==> src/rtl/tinyloader.sv <==
// Byte-serial program loader: writes 16-bit words into the CPU program RAM, then releases and starts the CPU.
// Optional trailing XOR checksum byte when LOADER_CHECKSUM_EN is defined.
`timescale 1ns/1ps
module tinyloader #(
  parameter int unsigned AW = 12,
  parameter int unsigned DW = 16
) (
  input  logic          clk,
  input  logic          reset,
  input  logic [7:0]    in_data,
  input  logic          in_valid,
  output logic          in_ready,
  output logic          mem_we,
  output logic [AW-1:0] mem_addr,
  output logic [DW-1:0] mem_d,
  output logic          cpu_hold,
  output logic          run,
  output logic          busy,
  output logic          done,
  output logic          err
);

  typedef enum logic [2:0] {
    S_AH,
    S_AL,
    S_CH,
    S_CL,
    S_DH,
    S_DL,
`ifdef LOADER_CHECKSUM_EN
    S_CS,
`endif
    S_GO
  } state_t;

`ifdef LOADER_CHECKSUM_EN
  localparam state_t S_POST = S_CS;
`else
  localparam state_t S_POST = S_GO;
`endif

  state_t        state_q, state_d;
  logic [AW-1:0] addr_q, addr_d;
  logic [AW-1:0] cnt_q, cnt_d;
  logic [7:0]    hi_q, hi_d;
  logic          we_q, we_d;
  logic [AW-1:0] maddr_q, maddr_d;
  logic [DW-1:0] md_q, md_d;
  logic          hold_q, hold_d;
  logic          done_q, done_d;
  logic          xfer;
  logic [AW-1:0] field_w;
`ifdef LOADER_CHECKSUM_EN
  logic          err_q, err_d;
  logic [7:0]    csum_q, csum_d;
`endif

  assign in_ready = (state_q != S_GO);
  assign xfer     = in_valid && in_ready;
  // ADDR and CNT keep only the low AW bits of the 16-bit field.
  assign field_w  = {hi_q[AW-9:0], in_data};

  always_comb begin
    state_d = state_q;
    addr_d  = addr_q;
    cnt_d   = cnt_q;
    hi_d    = hi_q;
    we_d    = 1'b0;
    maddr_d = maddr_q;
    md_d    = md_q;
    hold_d  = hold_q;
    done_d  = done_q;
`ifdef LOADER_CHECKSUM_EN
    err_d   = err_q;
    csum_d  = xfer ? (csum_q ^ in_data) : csum_q;
`endif
    case (state_q)
      S_AH: if (xfer) begin
        hi_d    = in_data;
        hold_d  = 1'b1;
        done_d  = 1'b0;
`ifdef LOADER_CHECKSUM_EN
        err_d   = 1'b0;
        csum_d  = in_data;
`endif
        state_d = S_AL;
      end
      S_AL: if (xfer) begin
        addr_d  = field_w;
        state_d = S_CH;
      end
      S_CH: if (xfer) begin
        hi_d    = in_data;
        state_d = S_CL;
      end
      S_CL: if (xfer) begin
        cnt_d   = field_w;
        state_d = (field_w == '0) ? S_POST : S_DH;
      end
      S_DH: if (xfer) begin
        hi_d    = in_data;
        state_d = S_DL;
      end
      S_DL: if (xfer) begin
        we_d    = 1'b1;
        maddr_d = addr_q;
        md_d    = {hi_q, in_data};
        addr_d  = addr_q + 1'b1;
        cnt_d   = cnt_q - 1'b1;
        state_d = (cnt_q == AW'(1)) ? S_POST : S_DH;
      end
`ifdef LOADER_CHECKSUM_EN
      S_CS: if (xfer) begin
        if (csum_q == in_data) begin
          state_d = S_GO;
        end else begin
          err_d   = 1'b1;
          state_d = S_AH;
        end
      end
`endif
      S_GO: begin
        done_d  = 1'b1;
        state_d = S_AH;
      end
      default: state_d = S_AH;
    endcase
    if (state_d == S_GO) hold_d = 1'b0;
  end

  always_ff @(posedge clk or negedge reset) begin
    if (!reset) begin
      state_q <= S_AH;
      addr_q  <= '0;
      cnt_q   <= '0;
      hi_q    <= '0;
      we_q    <= 1'b0;
      maddr_q <= '0;
      md_q    <= '0;
      hold_q  <= 1'b1;
      done_q  <= 1'b0;
`ifdef LOADER_CHECKSUM_EN
      err_q   <= 1'b0;
      csum_q  <= '0;
`endif
    end else begin
      state_q <= state_d;
      addr_q  <= addr_d;
      cnt_q   <= cnt_d;
      hi_q    <= hi_d;
      we_q    <= we_d;
      maddr_q <= maddr_d;
      md_q    <= md_d;
      hold_q  <= hold_d;
      done_q  <= done_d;
`ifdef LOADER_CHECKSUM_EN
      err_q   <= err_d;
      csum_q  <= csum_d;
`endif
    end
  end

  assign mem_we   = we_q;
  assign mem_addr = maddr_q;
  assign mem_d    = md_q;
  assign cpu_hold = hold_q;
  assign run      = (state_q == S_GO);
  assign busy     = (state_q != S_AH);
  assign done     = done_q;
`ifdef LOADER_CHECKSUM_EN
  assign err      = err_q;
`else
  assign err      = 1'b0;
`endif

endmodule

==> config.mk <==
export PLATFORM = sky130hd
export DESIGN_NAME = tinyloader
export DESIGN_NICKNAME = d
export VERILOG_FILES = /design/src/rtl/tinyloader.sv
export SDC_FILE = /design/constraint.sdc
export NUM_CORES = 1
export LEC_CHECK = 0
export ABC_AREA = 1
export BUFFER_PORTS_ARGS = -buffer_cell sky130_fd_sc_hd__buf_2
export CAP_MARGIN = 10
export CORE_ASPECT_RATIO = 1.75
export CORE_MARGIN = 2
export CORE_UTILIZATION = 50
export CTS_BUF_LIST = sky130_fd_sc_hd__clkbuf_4
export CTS_CLUSTER_DIAMETER = 40
export DETAILED_ROUTE_END_ITERATION = 12
export HOLD_SLACK_MARGIN = 0.02
export MAX_ROUTING_LAYER = met4
export PLACE_DENSITY = 0.81
export SLEW_MARGIN = 20
export SYNTH_ARGS = -nofsm -noshare
export SYNTH_HDL_FRONTEND = slang
export SYNTH_SLANG_ARGS = --single-unit
==> constraint.sdc <==
create_clock -name clk -period 2.4 [get_ports clk]
set_clock_uncertainty 0.1 [all_clocks]
set_input_delay 0.72 -clock clk [delete_from_list [all_inputs] [get_ports clk]]
set_output_delay 0.72 -clock clk [all_outputs]
set_load 0.1 [all_outputs]
==> results of run 1 <==
-- metrics by stage --
| step | setup TNS (ns) | util | setup slack [ns] |
|---|---|---|---|
| after floorplan | -0.0874 | - | -0.0874 |
| after global placement | 0 | 0.558 | 0.424 |
| after detailed placement | 0 | 0.558 | 0.384 |
| after CTS | 0 | 0.578 | 0.0329 |
| after global routing | 0 | 0.579 | 0.0164 |
| final | 0 | 0.579 | 0.108 |
-- repair_timing --
action,4_1_cts,5_1_grt
resized for setup,3,3
hold buffers,0,0
endpoints found under the setup margin,3,3
-- logic make-up after synthesis --
group                      count (synthesis)
DFF                                       66
AOI/OAI and AO/OA                         86
buffers and inverters                     63
and+or+nand+nor                          203
adders and majority gates                  3
xor gates and xnor gates                   2
other                                      1
-- per-layer routing --
metal / up-vias / wire, um / track usage
li1: 1434 / - / -
met5: - / 0 / -
met1: 1354 / 2880 / 0.256
met4: 0 / 438 / 0.176
met3: 28 / 300 / 0.0477
met2: 75 / 4060 / 0.378
-- how the worst max path moves through the flow --
stage | start | end | cells past startpoint
after global placement | in_valid | cnt_q[7] | 11
final | state_q[1] | in_ready | 4
after global routing | state_q[1] | in_ready | 4
after floorplan | state_q[1] | in_ready | 3
after CTS | state_q[2] | run | 3
after detailed placement | in_valid | cnt_q[6] | 10
-- flip-flops by register name, summed over array words and instances (netlist names) --
name      flops
mem_d        16
addr_q       12
cnt_q        12
mem_addr     12
hi_q          8
state_q       3
cpu_hold      1
done          1
mem_we        1
-- worst max-delay path, cell delays in order, from the launching register on --
cell and delay, ns:
dfrtp_2 0.48, nand2_1 0.17, nor2_4 0.05, inv_1 0.07, buf_4 0.28
-- cell type report --
class,count,area (sq um),area share
well taps,82,103,0.0275
multi-input cells,295,1380,0.371
inverters,50,194,0.0520
clock inverters,6,48.8,0.0131
repair buffers,49,278,0.0745
clock buffers,9,67.6,0.0181
flip-flops and latches,66,1660,0.444
-- cells in the final DEF (no fill, tap or decap), drive strengths merged, types with 2 or more instances in the layout --
cell    count
nand3      11
nand4       2
o21ai      57
nor3        3
clkbuf      9
inv        49
nand2     134
ha          3
dfrtp      65
buf        49
o22ai       3
nor2       51
a31oi       3
clkinv      6
a21oi      20
==> qor.yml, run 1 <==
grt_remaining_overflow: 0
worst_pin_slew_ns: 0.535
hold_path.class: "in -> async"
r2r-start: "state_q[1]"
diodes: 0
syn_to_final_growth_pct: 13.3
synth.avg_cell_area_sq_um: 7.76
rows: 39
cp.required_ns: 1.58
die_w_um: 65.3
fin_crit_sh: 0.955
synth.distinct_cells: 36
synth_common_cells: "132 x nand2_1, 65 x dfrtp_1, 52 x o21ai_0, 45 x nor2_1, 44 x inv_1"
synth_top_cell_by_area: "dfrtp_1"
synth_top_area_share: 0.494
synth_fa_ha_area_frac: 0.0114
wl_per_cell_um: 13.8
dieArea_sq_um: 7270
cts-buffers-inserted: 9
port_buffers: 44
clock_latency_ns: 0.42
ys_seq_area_frac: 0.502
cts_setup_buffers: 0
maxCapViolCount: 0
synthesis.instances: 424
drive_gt1_frac: 0.179
fmax_mhz: 436
crit_type: "reg -> out"
coreArea_sq_um: 6440
max_slew_margin: 0.643
wirelength_um: 7680
fin_cells: 557
ys_async_sr_fraction: 1.00
cp-end-kind: "primary output"
timing.hold.ws_ns: 0.130
post-synth-top-count-cell: "nand2_1"
final_max_slew_viol_count: 0
drc_errors: 0
vias: 2891
cts_tree: "built"
path_max_fanout: 5
worstReg2RegEnd: "addr_q[2]"
synth_top_family_by_area: "simple AND/OR/NAND/NOR gates"
ant_nets: 0
r2r_slack_ns: 0.49
cp-start-kind: "register"
synth_ff_type: "dfrtp_1"
netlist_area_sq_um: 3290
vias_per_cell: 5.19
finalHoldViolCount: 0
num-fill-cells: 622
rsz0062_at_grt: "no"
grt.total_usage: 0.238
dp_cells: 542
synth_edf_count: 0
synthMuxAreaShare: 0
ys_top_cells_by_area: "dfrtp_1 49%, nand2_1 15%, o21ai_0 7.9%"
synth_compound_area_frac: 0.141
grt_max_degree: 51
ios: 46
grt_pass1_vias: 2842
fin_area_sq_um: 3730
cts_sinks: 66
synthXorXnorAreaFrac: 0.00532
fin_nets: 485
place_area_sq_um: 3600
syn_nets: 438
ys_warn_count: 0
clock-root-buffer: "clkbuf_4"
cp.arrival_ns: 1.47
first_iter_violations: 246
synth-simple-area-share: 0.257
path_clk_slew_ns: 0.11
grt_pass1_wl_um: 12700
status: "complete, no violations"
ys_ff_latch: 66
die_h_um: 111
dr.pass1.iters: 5
cts_max_level: 3
fin_crit_ns: 2.29
clock_path_buffers: 2
setup_violations: 0
reg2regPathDepth: 7
dp_hpwl_um: 5710
initial_utilization: 0.511
gp_congestion: 0.902
antenna_found_initial: 0
Power of run 1 is not shown: default switching activity piles up to over one toggle a cycle in this logic, so the estimate is an artifact.
==> run 2: changes to the inputs <==
Settings changed: PLACE_DENSITY 0.81 to 0.84.
Clock period 2.4 ns to 2.1 ns, I/O delays scaled along.
==> run 2 against run 1 <==
  * Global-route usage is essentially flat
  * Via count grew 0.83%
  * Setup slack lost 0.089 ns
  * Design area grew 2.9%
  * Hold slack lost 0.040 ns
  * Final cell count grew 1.1%
  * Count of clock-buffer cells in the layout grew 1
  * Critical path depth shrank 1
  * Sequential share of layout area shrank 1.2 points
  * Sequential cell count is the same
  * Critical endpoint is now busy
  * Largest cell class unchanged
==> qor.yml, run 2 (synthesis gave the netlist of run 1 again) <==
clock-root-buffer: "clkbuf_4"  # unchanged
cp.required_ns: 1.37  # was 1.58 ns
grt_pass1_vias: 2847  # was 2842
max_slew_margin: 0.661  # was 0.643
wl_per_cell_um: 13.8  # about the same
multi_input_area_sq_um: 1400  # was 1380 sq um
grt_max_degree: 67  # was 51
r2r_slack_ns: 0.26  # was 0.49 ns
final_max_slew_viol_count: 0  # unchanged
reg2regPathDepth: 9  # was 7
dp_hpwl_um: 5510  # was 5710 um
worst_pin_slew_ns: 0.507  # was 0.535 ns
initial_utilization: 0.511  # unchanged
vias_per_cell: 5.18  # was 5.19
cts_sinks: 66  # unchanged
fin_crit_sh: 0.991
cts-buffers-inserted: 9  # unchanged
hold_path.class: "in -> async"  # unchanged
syn_to_final_growth_pct: 16.6  # was 13.3%
cp-end-kind: "primary output"  # unchanged
die_w_um: 65.3  # unchanged
first_iter_violations: 225  # was 246
top_usage_layer: "met2"  # unchanged
port_buffers: 44  # unchanged
dieArea_sq_um: 7270  # unchanged
fin_nets: 490  # was 485
ant_nets: 0  # unchanged
fmax_mhz: 481
grt_pass1_wl_um: 12900  # was 12700 um
met2_usage: 0.381  # was 0.378
cts_tree: "built"  # unchanged
status: "complete, no violations"  # unchanged
place_area_sq_um: 3620  # was 3600 sq um
grt.total_usage: 0.238  # about the same
finalHoldViolCount: 0  # unchanged
clock_path_buffers: 2  # unchanged
clock_latency_ns: 0.43  # was 0.42 ns
num-fill-cells: 580  # was 622
grt_remaining_overflow: 0  # unchanged
antenna_found_initial: 0  # unchanged
dr.pass1.iters: 6  # was 5
final_common_cell: "nand2_1"  # unchanged
ios: 46  # unchanged
dp_cells: 541  # was 542
r2r-start: "addr_q[1]"  # was state_q[1]
crit_type: "reg -> out"  # unchanged
wirelength_um: 7770  # was 7680 um
fin_area_sq_um: 3840  # was 3730 sq um
setup_violations: 0  # unchanged
use_met3: 0.0396  # was 0.0477
seqCellArea_sq_um: 1660  # about the same
met1_usage: 0.265  # was 0.256
largest_register_ffs: 16  # unchanged
die_h_um: 111  # unchanged
final_cell_mix: "131 x nand2_1, 62 x dfrtp_1, 52 x o21ai_0, 44 x nor2_1, 42 x inv_1"  # was 132 x nand2_1, 63 x dfrtp_1, 52 x o21ai_0, 44 x inv_1, 44 x nor2_1
maxCapViolCount: 0  # unchanged
worstReg2RegEnd: "addr_q[8]"  # was addr_q[2]
cp-start-kind: "register"  # unchanged
drc_errors: 0  # unchanged
rows: 39  # unchanged
fin_cells: 563  # was 557
diodes: 0  # unchanged
fin_crit_ns: 2.08
drive_gt1_frac: 0.208  # was 0.179
path_max_fanout: 3  # was 5
rsz0062_at_grt: "yes"  # was no
cts_max_level: 3  # unchanged
vias: 2915  # was 2891
gp_congestion: 0.887  # was 0.902
path_clk_slew_ns: 0.11  # about the same
cp.arrival_ns: 1.35  # was 1.47 ns
coreArea_sq_um: 6440  # unchanged
-- run 2: changes by cell type in the layout (fill, tap and decap cells not counted), moves of 2 or more --
cell / before / now
buf_12: 1 / 4
inv_2: 3 / 5
clkinv_2: 1 / 5
inv_1: 44 / 42
buf_4: 7 / 10
clkinv_1: 5 / 0
-- run 2: worst max-delay path by stage --
stage                     startpoint  endpoint  slack (ns)  cells past startpoint
final                     state_q[1]      busy        0.02                      3
after floorplan           state_q[1]  in_ready       -0.30                      3
after global placement      in_valid  cnt_q[7]        0.22                     11
after CTS                 state_q[2]      busy        0.01                      3
after detailed placement    in_valid  cnt_q[7]        0.15                     11
after global routing      state_q[2]  in_ready       -0.04                      4
-- run 2: layout make-up --
class,count,share of cell area
repair buffers,54,0.0926
clock inverters,6,0.0150
clock buffers,10,0.0196
inverters,50,0.0506
well taps,82,0.0267
multi-input cells,295,0.364
flip-flops and latches,66,0.432
-- run 2: repair_timing --
action	CTS	global route
resized for setup	8	6
setup buffers	4	2
pin swaps	0	3
hold endpoints to repair	0	0
setup endpoints to repair	4	2
hold buffers	0	0
-- run 2: worst max-delay path: stages, from the launching register on --
cell	delay, ns
dfrtp_2	0.47
nor3_4	0.22
inv_2	0.07
buf_12	0.16
-- run 2: layer usage --
metal	vias up	share of wire	wire length [um]
met3	29	0.033	254
met4	0	0.060	464
met5	-	0	0
met1	1353	0.39	3030
li1	1445	-	-
met2	88	0.52	4020
-- run 2: metrics by stage --
| step | setup WS [ns] | setup TNS [ns] | hold slack, ns | utilization |
|---|---|---|---|---|
| floorplan | -0.297 | -0.297 | 0.234 | - |
| global placement | 0.223 | 0 | 0.355 | 0.562 |
| detailed placement | 0.146 | 0 | 0.361 | 0.562 |
| CTS | 0.0120 | 0 | 0.102 | 0.590 |
| global route | -0.0412 | -0.0673 | 0.103 | 0.596 |
| finish | 0.0196 | 0 | 0.0897 | 0.596 |
Power of run 2 is left out for the same reason.
==> run 3: changes to the inputs <==
--- a/config.mk
+++ b/config.mk
@@ -9,5 +9,5 @@
 export BUFFER_PORTS_ARGS = -buffer_cell sky130_fd_sc_hd__buf_2
 export CAP_MARGIN = 10
-export CORE_ASPECT_RATIO = 1.75
+export CORE_ASPECT_RATIO = 1.4
 export CORE_MARGIN = 2
 export CORE_UTILIZATION = 50
==> constraint.sdc (replaced) <==
create_clock -name clk -period 2.1 [get_ports clk]
set_clock_uncertainty 0.1 [all_clocks]
set_input_delay 0.105 -clock clk [delete_from_list [all_inputs] [get_ports clk]]
set_output_delay 0.105 -clock clk [all_outputs]
set_load 0.1 [all_outputs]
==> run 3 against run 2 <==
  * Fmax up 13%
  * Highest routed layer unchanged
  * Global-route usage is 0.72 points lower
  * Routed wire length down 2.9%
  * Via count is essentially flat
  * Utilization increased by 0.17 points
  * Critical path type unchanged
  * Register-to-register slack gained 0.03 ns
  * Hold slack improved by 0.034 ns
  * Final cell count down 0.71%
  * First-iteration DRC count increased by 29%
==> qor.yml, run 3 (synthesis gave the netlist of run 1 again) <==
status: "complete, no violations"  # unchanged
ios: 46  # unchanged
met1_usage: 0.269  # was 0.265
grt_pass1_vias: 2762  # was 2847
cts_sinks: 66  # unchanged
cp-end-kind: "primary output"  # unchanged
cp.arrival_ns: 1.64  # was 1.35 ns
finalHoldViolCount: 0  # unchanged
wl_per_cell_um: 13.5  # was 13.8 um
cp-start-kind: "register"  # unchanged
cts_max_level: 3  # unchanged
use_met3: 0.0392  # was 0.0396
maxCapViolCount: 0  # unchanged
rsz0062_at_grt: "no"  # was yes
num-fill-cells: 573  # was 580
ant_nets: 0  # unchanged
hold_path.class: "in -> async"  # unchanged
grt_pass1_wl_um: 12700  # was 12900 um
r2r_slack_ns: 0.29  # was 0.26 ns
clock_latency_ns: 0.41  # was 0.43 ns
path_max_fanout: 7  # was 3
grt_max_degree: 67  # unchanged
fmax_mhz: 542  # was 481 MHz
final_max_slew_viol_count: 0  # unchanged
final_cell_mix: "132 x nand2_1, 65 x dfrtp_1, 52 x o21ai_0"  # was 131 x nand2_1, 62 x dfrtp_1, 52 x o21ai_0, 44 x nor2_1, 42 x inv_1
clock-root-buffer: "clkbuf_4"  # unchanged
cts-buffers-inserted: 9  # unchanged
fin_crit_sh: 0.878  # was 0.991
wirelength_um: 7540  # was 7770 um
diodes: 0  # unchanged
syn_to_final_growth_pct: 17.6  # was 16.6%
final_common_cell: "nand2_1"  # unchanged
drive_gt1_frac: 0.179  # was 0.208
met2_usage: 0.380  # was 0.381
initial_utilization: 0.508  # was 0.511
vias: 2917  # was 2915
gp_congestion: 0.922  # was 0.887
port_buffers: 44  # unchanged
fin_crit_ns: 1.84  # was 2.08 ns
cts_resized: 0  # was 8
grt_remaining_overflow: 0  # unchanged
setup_violations: 0  # unchanged
max_slew_margin: 0.639  # was 0.661
drc_errors: 0  # unchanged
dr.pass1.iters: 4  # was 6
grt.total_usage: 0.231  # was 0.238
tns_ns: 0  # unchanged
rows: 35  # was 39
crit_type: "reg -> out"  # unchanged
largest_register_ffs: 16  # unchanged
coreArea_sq_um: 6480  # was 6440 sq um
dp_hpwl_um: 5360  # was 5510 um
fin_util: 0.597  # was 0.596
die_w_um: 72.6  # was 65.3 um
cts_tree: "built"  # unchanged
antenna_found_initial: 0  # unchanged
vias_per_cell: 5.22  # was 5.18
fin_nets: 494  # was 490
top_usage_layer: "met2"  # unchanged
die_h_um: 100  # was 111 um
path_clk_slew_ns: 0.12  # was 0.11 ns
dieArea_sq_um: 7260  # was 7270 sq um
clock_path_buffers: 2  # unchanged
cp.required_ns: 1.89  # was 1.37 ns
worst_pin_slew_ns: 0.540  # was 0.507 ns
first_iter_violations: 290  # was 225
timing.hold.ws_ns: 0.123  # was 0.0897 ns
==> run 3: changes by cell type in the layout (fill, tap and decap cells not counted), moves of 3 or more <==
cell / delta
clkinv_2: -4
buf_4: -7
dfrtp_2: -3
dfrtp_1: +3
dlygate4sd3_1: +10
buf_2: +4
buf_12: -3
clkinv_4: +3
==> run 3: stage by stage <==
step	std cells	cell area, sq um	worst slack, ns
CTS	559	3870	0.227
detailed placement	533	3580	0.349
global route	559	3870	0.106
floorplan	424	3300	0.0674
finish	559	3870	0.255
global placement	533	3580	0.409
==> run 3: repair_timing <==
item,in CTS,in global routing
endpoints found under the hold margin,95,0
hold buffers,10,0
buffers inserted,0,0
==> run 3: area by class of cell <==
| class | count | area [sq um] | area share |
|---|---|---|---|
| sequential | 66 | 1650 | 0.427 |
| multi-input combinational | 295 | 1380 | 0.356 |
| tap | 74 | 92.6 | 0.0239 |
| timing repair buffer | 58 | 363 | 0.0937 |
| clock inverter | 7 | 125 | 0.0323 |
| clock buffer | 9 | 67.6 | 0.0175 |
| inverter | 50 | 194 | 0.0501 |
==> run 3: worst paths after layout <==
kind                                  from   endpoint  cells after the start
worst min-delay path                 reset   cnt_q[0]                      3
min in group clk                   hi_q[6]  mem_d[14]                      2
worst min register to register     hi_q[6]  mem_d[14]                      2
worst max register to register   addr_q[1]  addr_q[8]                      9
worst max-delay path            state_q[2]        run                      3
max in group asynchronous            reset   cpu_hold                      3
==> run 3: worst max-delay path, cell delays in order, from the launching register on <==
cell and delay (ns):
dfrtp_1 0.51, nand2_1 0.18, nor2_4 0.11, buf_2 0.43
==> run 3: routing by layer <==
layer,up-vias,share of wire
li1,1460,-
met1,1365,0.39
met2,72,0.53
met3,20,0.038
met4,0,0.038
met5,-,0
Power of run 3 is left out for the same reason.
